===== src/rtl/cpu_memory_stage.sv =====
// Memory stage: turns each newly tagged execute result into a bus load/store/flush and a writeback record.
// Latency: 1 cycle for non-memory ops, 2+ cycles for bus ops; o_busy stalls execute while a bus op is pending or after a fault.
module cpu_memory_stage #(
  parameter int TAG_WIDTH = 1
) (
  input  logic                 i_clock,
  input  logic                 i_reset,
  input  logic [TAG_WIDTH-1:0] i_tag,
  input  logic [4:0]           i_inst_rd,
  input  logic [31:0]          i_rd,
  input  logic                 i_mem_read,
  input  logic                 i_mem_write,
  input  logic                 i_mem_flush,
  input  logic [1:0]           i_mem_width,
  input  logic                 i_mem_signed,
  input  logic [31:0]          i_mem_address,
  input  logic [4:0]           i_mem_inst_rd,
  output logic                 o_busy,
  output logic                 o_bus_request,
  output logic                 o_bus_rw,
  output logic                 o_bus_flush,
  output logic [31:0]          o_bus_address,
  output logic [3:0]           o_bus_byte_enable,
  output logic [31:0]          o_bus_wdata,
  input  logic                 i_bus_ready,
  input  logic [31:0]          i_bus_rdata,
  output logic                 o_fault,
  output logic [TAG_WIDTH-1:0] o_tag,
  output logic [4:0]           o_inst_rd,
  output logic [31:0]          o_rd
);

  typedef enum logic [1:0] {IDLE, BUS_WAIT, FAULT} state_t;

  state_t state, state_nxt;

  logic                 cap_load;
  logic                 cap_signed;
  logic [1:0]           cap_width;
  logic [1:0]           cap_off;
  logic [4:0]           cap_rd;
  logic [TAG_WIDTH-1:0] cap_tag;

  logic        tag_new;
  logic        mem_op;
  logic        misaligned;
  logic [3:0]  be_nxt;
  logic [31:0] wdata_nxt;
  logic [31:0] lane;
  logic [31:0] load_val;

  // o_tag always equals the last accepted tag whenever the FSM is in IDLE
  assign tag_new    = (i_tag != o_tag);
  assign mem_op     = i_mem_read | i_mem_write | i_mem_flush;
  assign misaligned = (i_mem_width == 2'd3) ||
                      (i_mem_width == 2'd1 && i_mem_address[0]) ||
                      (i_mem_width == 2'd2 && i_mem_address[1:0] != 2'b00);

  always_comb begin
    state_nxt = state;
    o_busy    = 1'b0;
    case (state)
      IDLE: begin
        if (tag_new && mem_op) begin
          o_busy    = 1'b1;
          state_nxt = misaligned ? FAULT : BUS_WAIT;
        end
      end
      BUS_WAIT: begin
        o_busy = 1'b1;
        if (i_bus_ready) state_nxt = IDLE;
      end
      default: o_busy = 1'b1;
    endcase
  end

  always_ff @(posedge i_clock or negedge i_reset) begin
    if (!i_reset) state <= IDLE;
    else          state <= state_nxt;
  end

  always_comb begin
    be_nxt    = 4'b1111;
    wdata_nxt = i_rd;
    case (i_mem_width)
      2'd0: begin
        be_nxt    = 4'b0001 << i_mem_address[1:0];
        wdata_nxt = {4{i_rd[7:0]}};
      end
      2'd1: begin
        be_nxt    = 4'b0011 << i_mem_address[1:0];
        wdata_nxt = {2{i_rd[15:0]}};
      end
      default: ;
    endcase
  end

  always_comb begin
    lane     = i_bus_rdata >> {cap_off, 3'b000};
    load_val = lane;
    case (cap_width)
      2'd0:    load_val = {{24{cap_signed & lane[7]}}, lane[7:0]};
      2'd1:    load_val = {{16{cap_signed & lane[15]}}, lane[15:0]};
      default: ;
    endcase
  end

  always_ff @(posedge i_clock or negedge i_reset) begin
    if (!i_reset) begin
      o_bus_request     <= 1'b0;
      o_bus_rw          <= 1'b0;
      o_bus_flush       <= 1'b0;
      o_bus_address     <= '0;
      o_bus_byte_enable <= '0;
      o_bus_wdata       <= '0;
      o_fault           <= 1'b0;
      o_tag             <= '0;
      o_inst_rd         <= '0;
      o_rd              <= '0;
      cap_load          <= 1'b0;
      cap_signed        <= 1'b0;
      cap_width         <= '0;
      cap_off           <= '0;
      cap_rd            <= '0;
      cap_tag           <= '0;
    end else begin
      case (state)
        IDLE: begin
          if (tag_new && !mem_op) begin
            o_tag     <= i_tag;
            o_inst_rd <= i_inst_rd;
            o_rd      <= i_rd;
          end else if (tag_new && misaligned) begin
            o_fault <= 1'b1;
          end else if (tag_new) begin
            cap_load          <= i_mem_read;
            cap_signed        <= i_mem_signed;
            cap_width         <= i_mem_width;
            cap_off           <= i_mem_address[1:0];
            cap_rd            <= i_mem_inst_rd;
            cap_tag           <= i_tag;
            o_bus_request     <= 1'b1;
            o_bus_rw          <= i_mem_write;
            o_bus_flush       <= i_mem_flush;
            o_bus_address     <= {i_mem_address[31:2], 2'b00};
            o_bus_byte_enable <= i_mem_flush ? 4'b0000 : be_nxt;
            o_bus_wdata       <= i_mem_write ? wdata_nxt : 32'h0;
          end
        end
        BUS_WAIT: begin
          if (i_bus_ready) begin
            o_bus_request     <= 1'b0;
            o_bus_rw          <= 1'b0;
            o_bus_flush       <= 1'b0;
            o_bus_address     <= '0;
            o_bus_byte_enable <= '0;
            o_bus_wdata       <= '0;
            o_tag             <= cap_tag;
            if (cap_load) begin
              o_rd      <= load_val;
              o_inst_rd <= cap_rd;
            end else begin
              o_inst_rd <= 5'd0;
            end
          end
        end
        default: ;
      endcase
    end
  end

endmodule

===== config.mk =====
export PLATFORM = sky130hd
export DESIGN_NAME = cpu_memory_stage
export DESIGN_NICKNAME = d
export VERILOG_FILES = /design/src/rtl/cpu_memory_stage.sv
export SDC_FILE = /design/constraint.sdc
export NUM_CORES = 1
export LEC_CHECK = 0
export BUFFER_PORTS_ARGS = -buffer_cell sky130_fd_sc_hd__buf_2
export CAP_MARGIN = 20
export CELL_PAD_IN_SITES_DETAIL_PLACEMENT = 1
export CELL_PAD_IN_SITES_GLOBAL_PLACEMENT = 2
export CORE_MARGIN = 2
export CORE_UTILIZATION = 30
export DETAILED_ROUTE_END_ITERATION = 7
export PLACE_DENSITY_LB_ADDON = 0.1
export SYNTH_ARGS = -nofsm -noshare
export SYNTH_HDL_FRONTEND = slang
export SYNTH_SLANG_ARGS = --single-unit
export TNS_END_PERCENT = 5

===== constraint.sdc =====
create_clock -name i_clock -period 5.6 [get_ports i_clock]
set_clock_uncertainty 0.1 [all_clocks]
set_input_delay 0.28 -clock i_clock [delete_from_list [all_inputs] [get_ports i_clock]]
set_output_delay 0.28 -clock i_clock [all_outputs]
set_load 0.02 [all_outputs]

# --- Word level (Yosys, flattened, before mapping) ---
# Cells that the tools add are included.
word_totals:
  reg_bits: 124
  input_bits: 116
op_classes:
  n_eq_ne: 13
  shifts: 3
  mux: 49
  bitwise_logic: 6
  n_reduce_logical: 19
op_table:
  columns: ["op", "n"]
  rows:
  - ["2-to-1 mux 32 bit", 11]
  - ["case mux 32 bit (2 select lines)", 5]
  - [">> shifter 32 x 5 -> 32 bit", 1]
  - ["2-to-1 mux 4 bit", 5]
  - ["case mux 4 bit (2 select lines)", 2]
  - ["2-to-1 mux 5 bit", 3]
  - ["2-to-1 mux 1 bit", 14]
  - ["inequality test 2 bit (second input constant)", 7]
  - ["case mux 5 bit (2 select lines)", 1]
  - ["AND reduction 3 bit", 3]
  - ["case mux 1 bit (2 select lines)", 4]
  - ["AND reduction 4 bit", 2]
  - ["== test 2 x 1 -> 1 bit (second input constant)", 3]
  - ["logical NOT 2 bit", 3]
  - ["2-to-1 mux 2 bit", 3]
  - ["logical AND 1 bit", 5]
  - ["AND reduction 5 bit", 1]
  - ["== test 2 bit (second input constant)", 2]
  - ["case mux 2 bit (2 select lines)", 1]
  - ["nonzero test 2 bit", 2]
  - ["<< shifter 1 x 2 -> 4 bit (first input constant)", 1]
  - ["<< shifter 2 x 2 -> 4 bit (first input constant)", 1]
  - ["bitwise AND 1 bit", 2]
  - ["logical OR 1 bit", 2]
  - ["4 further kinds", 6]

# --- Longest topological paths before layout ---
depth:
  depth_word: 8
  mapped_depth: 9
  mapped_depth_nobuf: 5

# --- Worst setup path after synthesis ---
# OpenSTA, ideal clock, no wires.
synth_path:
  path_type: "register to register"
  startpoint: "register o_tag"
  endpoint: "register o_rd[10]"
  setup_time_ps: 127
  arrival_ps: 1652
  t_required_ps: 5373
  path_slack_ps: 3721
  path_stages_with_launch: 7
  synth_period_minus_slack_ps: 1879
  path_cell_list: "dfrtp_1 xnor2_1 or3_4 a21o_1 buf_6 a221oi_1 nor2_1"
synth_via:
  elab_chain_len: 4
synth_rtl:
  columns: ["element", "line_no", "rtl"]
  rows:
  - ["start: declaration", "28", "output logic [TAG_WIDTH-1:0] o_tag,"]
  - ["start signal: assignment", "130", "o_tag <= i_tag;"]
  - ["start signal: assignment", "158", "o_tag <= cap_tag;"]
  - ["inequality test 1 bit", "53", "assign tag_new = (i_tag != o_tag);"]
  - ["logical AND 1 bit", "129", "if (tag_new && !mem_op) begin"]
  - ["inequality test 2 bit (no line)", null, null]
  - ["AND reduction 4 bit (no line)", null, null]
  - ["end signal: assignment", "132", "o_rd <= i_rd;"]
  - ["end signal: assignment", "160", "o_rd <= load_val;"]
  - ["end: declaration", "30", "output logic [31:0] o_rd"]
# No other way between the ends.
# A chain may end at the register's enable or synchronous reset.

# --- Worst setup path in the final report ---
layout_path:
  startpoint: "input port i_mem_read"
  endpoint: "register o_rd[29]"
layout_via:
  elab_chain_len: 6
layout_rtl:
  columns: ["element", "line_no", "rtl"]
  rows:
  - ["start: declaration", "11", "input logic i_mem_read,"]
  - ["bitwise OR 1 bit (2 in a row)", "54", "assign mem_op = i_mem_read | i_mem_write | i_mem_flush;"]
  - ["logical NOT 1 bit", "129", null]
  - ["logical AND 1 bit", "129", null]
  - ["inequality test 2 bit (no line)", null, null]
  - ["AND reduction 4 bit (no line)", null, null]
# No other way between the ends.

==> summary.txt <==
Outcome
  • Status: finished clean

Die
  • Chip Height: 143 microns
  • Die ar.: 20500 sq um
  • Total core area: about 19000 sq um
  • DIE WIDTH: 143 microns
  • Initial core utilization: 30.9%
  • # IOs: around 230
  • Rows: 50

Global routing
  • Total grt overflow: 0
  • Vias in the first global route: a little under 6000
  • Initial antenna violation count: 0
  • First-pass GRT wire length: approximately 33 mm
  • GR Util All Layers: between 20% and 30%
  • Largest net degree at the start of global routing: 76

Clock network
  • CTS H-tree lvls: 4
  • CTS Buf Count: 17
  • Clock transition at path regs: around 0.060 ns
  • Skew-Pair Late Insertion Delay: between 0.4 and 0.5 ns
  • Setup Fix Bufs, Post-CTS: 0
  • CTS tree: yes
  • CTS sink count: between 100 and 150
  • Clock Tree Buf Depth: 2
  • Root Buffer: clkbuf_16

Critical path
  • Reg-to-reg slack, setup: just under 3 ns
  • Critical path class: input port to register
  • R2R depth: 5
  • Req. time, crit path: around 5.8 ns
  • Worst r2r src: state[0]
  • CP Capture Type: register
  • Crit path DAT: approximately 2.9 ns
  • CP max FO: 32
  • CP startpoint kind: input port
  • Worst R2R End: o_bus_wdata[9]

Logic synthesis
  • Most instantiated cells after synthesis: dfrtp_1, nand2_1, nor2_1
  • Cell accounting for the most synthesized area: dfrtp_1
  • Dominant cells by area after synthesis: dfrtp_1, mux2i_1, a22o_1
  • Synthesized area: between 5000 and 6000 sq um
  • Netlist cell types: 45
  • Syn Inst Count: ~580
  • Async S/R FF share, synth: 100%
  • Sequential area share after synthesis: between 50% and 60%
  • Synth warn: 0
  • Syn avg cell area: 9.96 sq um
  • Top-area cell type share of the netlist area: between 50 and 60%
  • Number of synthesized flops with an enable pin: 0
  • Seq cells post-synth: about 120
  • Commonest register cell after synthesis: dfrtp_1
  • Most common cell in the netlist: dfrtp_1

Finish
  • Layout net count: about 950
  • Share of cells above drive strength 1: ~34%
  • Antenna Cells: 0
  • FF+latch area: 3050 sq um
  • # fillers: 2174
  • Multi-input logic area: 2550 sq um
  • Syn-to-layout area delta: 40.7%

STA
  • Setup_tns: 0 ns
  • Final setup margin: between 2 and 3 ns
  • Post-route minimum period: about 2.6 ns
  • Period utilisation layout: roughly 47%
  • Max Freq: between 300 and 400 MHz
  • Rel. slew slack: 36.7%
  • Fin. Hold Viols: 0
  • Final Slew Violations: 0
  • RSZ-0062 raised after global routing: false
  • Setup violators final: 0
  • Worst-Margin Slew: approximately 0.95 ns

Place
  • Detailed-placement wirelength estimate: approximately 15 mm
  • Dpl ws: 2.51 ns
  • RD Place Congestion: 0.825
  • # port buffers: about 220

Route
  • Post-DR wirelength/cell: 19.5 microns
  • Iteration-0 DRC Markers: between 200 and 250
  • Pre-Repair DR Iteration Count: 4
  • Vias: between 5000 and 6000
  • Vias per cell: approximately 5
  • Antenna Nets Post-Route: 0
  • Drt drc: 0
  • Routed WL: about 21 mm

Min path
  • Hold Path Depth: 3
  • Worst Hold Endpoint: o_inst_rd[3]
  • HP Start: i_inst_rd[3]
  • Hold WC Path Type: input port to register

Power
  • Clk pwr share: between 20 and 30%
  • Comb pwr share: between 30 and 40%
  • Internal power: 2.61 mW
  • Net Sw Power: roughly 1.7 mW
  • Power density over the cells: about 530 nW/um^2
  • Peak supply drop: between 0.15 and 0.2 mV
  • Sequential power share: about a third
  • LEAKAGE: just over 4 nW
  • Sw frac: around two fifths

Run
  • Max Cap Violations: 0
placed cells by master (no fill, tap or decap), drive strengths merged, types with 20 or more instances in the layout:
cell type    synthesis  routed
buf                 28     232
dfrtp              122     122
nand2               92      92
nor2                56      56
mux2i               47      47
dlygate4sd3          0      42
a22o                41      41
o21ai               40      40
a21oi               23      23
clkbuf              20      20
registers in the layout (all words and copies together) (netlist names):
register / cells
o_bus_wdata: 32
o_rd: 32
o_bus_address: 30
cap_rd: 5
o_inst_rd: 5
o_bus_byte_enable: 4
cap_off: 2
cap_width: 2
state: 2
cap_load: 1
cap_signed: 1
cap_tag: 1
o_bus_flush: 1
o_bus_request: 1
o_bus_rw: 1
o_fault: 1
o_tag: 1
critical path, stage by stage:
cell and delay, ns:
dlygate4sd3_1 0.54, buf_2 0.13, or3_1 0.35, or3_4 0.38
a21oi_4 0.72, o21ai_0 0.24, a22oi_1 0.21
kinds of logic after synthesis:
kind of cell           Yosys count  synth area share (%)
other                            1                0.0645
XOR/XNOR                         1                 0.151
flip-flops                     122                  52.5
buffers and inverters           51                  4.07
AO/OA/AOI/OAI                  162                  19.0
AND/OR/NAND/NOR                188                  13.6
multiplexers                    59                  10.6
timing repair:
action	4_1_cts	5_1_grt
endpoints found under the setup margin	0	0
hold buffers	42	0
endpoints found under the hold margin	90	0
gates resized for setup	0	0
how the worst max path moves through the flow:
| stage | from | to | slack [ns] | cells after the start |
|---|---|---|---|---|
| 2_1_floorplan | o_tag | o_rd[10] | 3.72 | 6 |
| 3_3_place_gp | state[0] | o_bus_wdata[9] | 2.65 | 5 |
| 3_5_place_dp | state[0] | o_bus_wdata[9] | 2.51 | 5 |
| 4_1_cts | state[0] | o_bus_wdata[9] | 2.49 | 5 |
| 5_1_grt | i_mem_read | o_rd[29] | 2.79 | 7 |
| 6_report | i_mem_read | o_rd[29] | 2.97 | 7 |
power groups by stage:
stage                     Combinational, mW  Sequential, mW  Clock (mW)
after floorplan                       0.607            1.88           0
after global placement                 1.59            1.49           0
after detailed placement               1.62            1.51           0
after CTS                              1.65            1.50        1.21
after global routing                   1.77            1.54        1.25
final                                  1.63            1.49        1.17
per-stage QoR:
stage / total power, mW / area [sq um] / utilization, % / cells / hold WS [ns]
after floorplan: 2.49 / 5820 / - / 585 / -0.116
after global placement: 3.08 / 7110 / 37.8 / 1028 / 0.257
after detailed placement: 3.13 / 7110 / 37.8 / 1028 / 0.263
after CTS: 4.35 / 8160 / 43.4 / 1102 / 0.00944
after global routing: 4.56 / 8180 / 43.4 / 1103 / 0.0403
final: 4.30 / 8180 / 43.4 / 1103 / 0.0246
layer usage:
metal / track usage (%) / vias up / share of wire, %
met4: 6.45 / 0 / 1.2
met1: 30.0 / 2741 / 48
met5: 0 / - / 0
met2: 34.2 / 160 / 46
met3: 3.62 / 17 / 4.3
li1: - / 2569 / -
final cells by class:
type                    instances  area share [%]
clock buffers                  20            5.71
clock inverters                12            2.00
inverters                       3           0.138
multi-input cells             412            31.1
flip-flops and latches        122            37.3
well taps                     260            3.98
repair buffers                274            19.7
(Power assumes the default switching activity.)
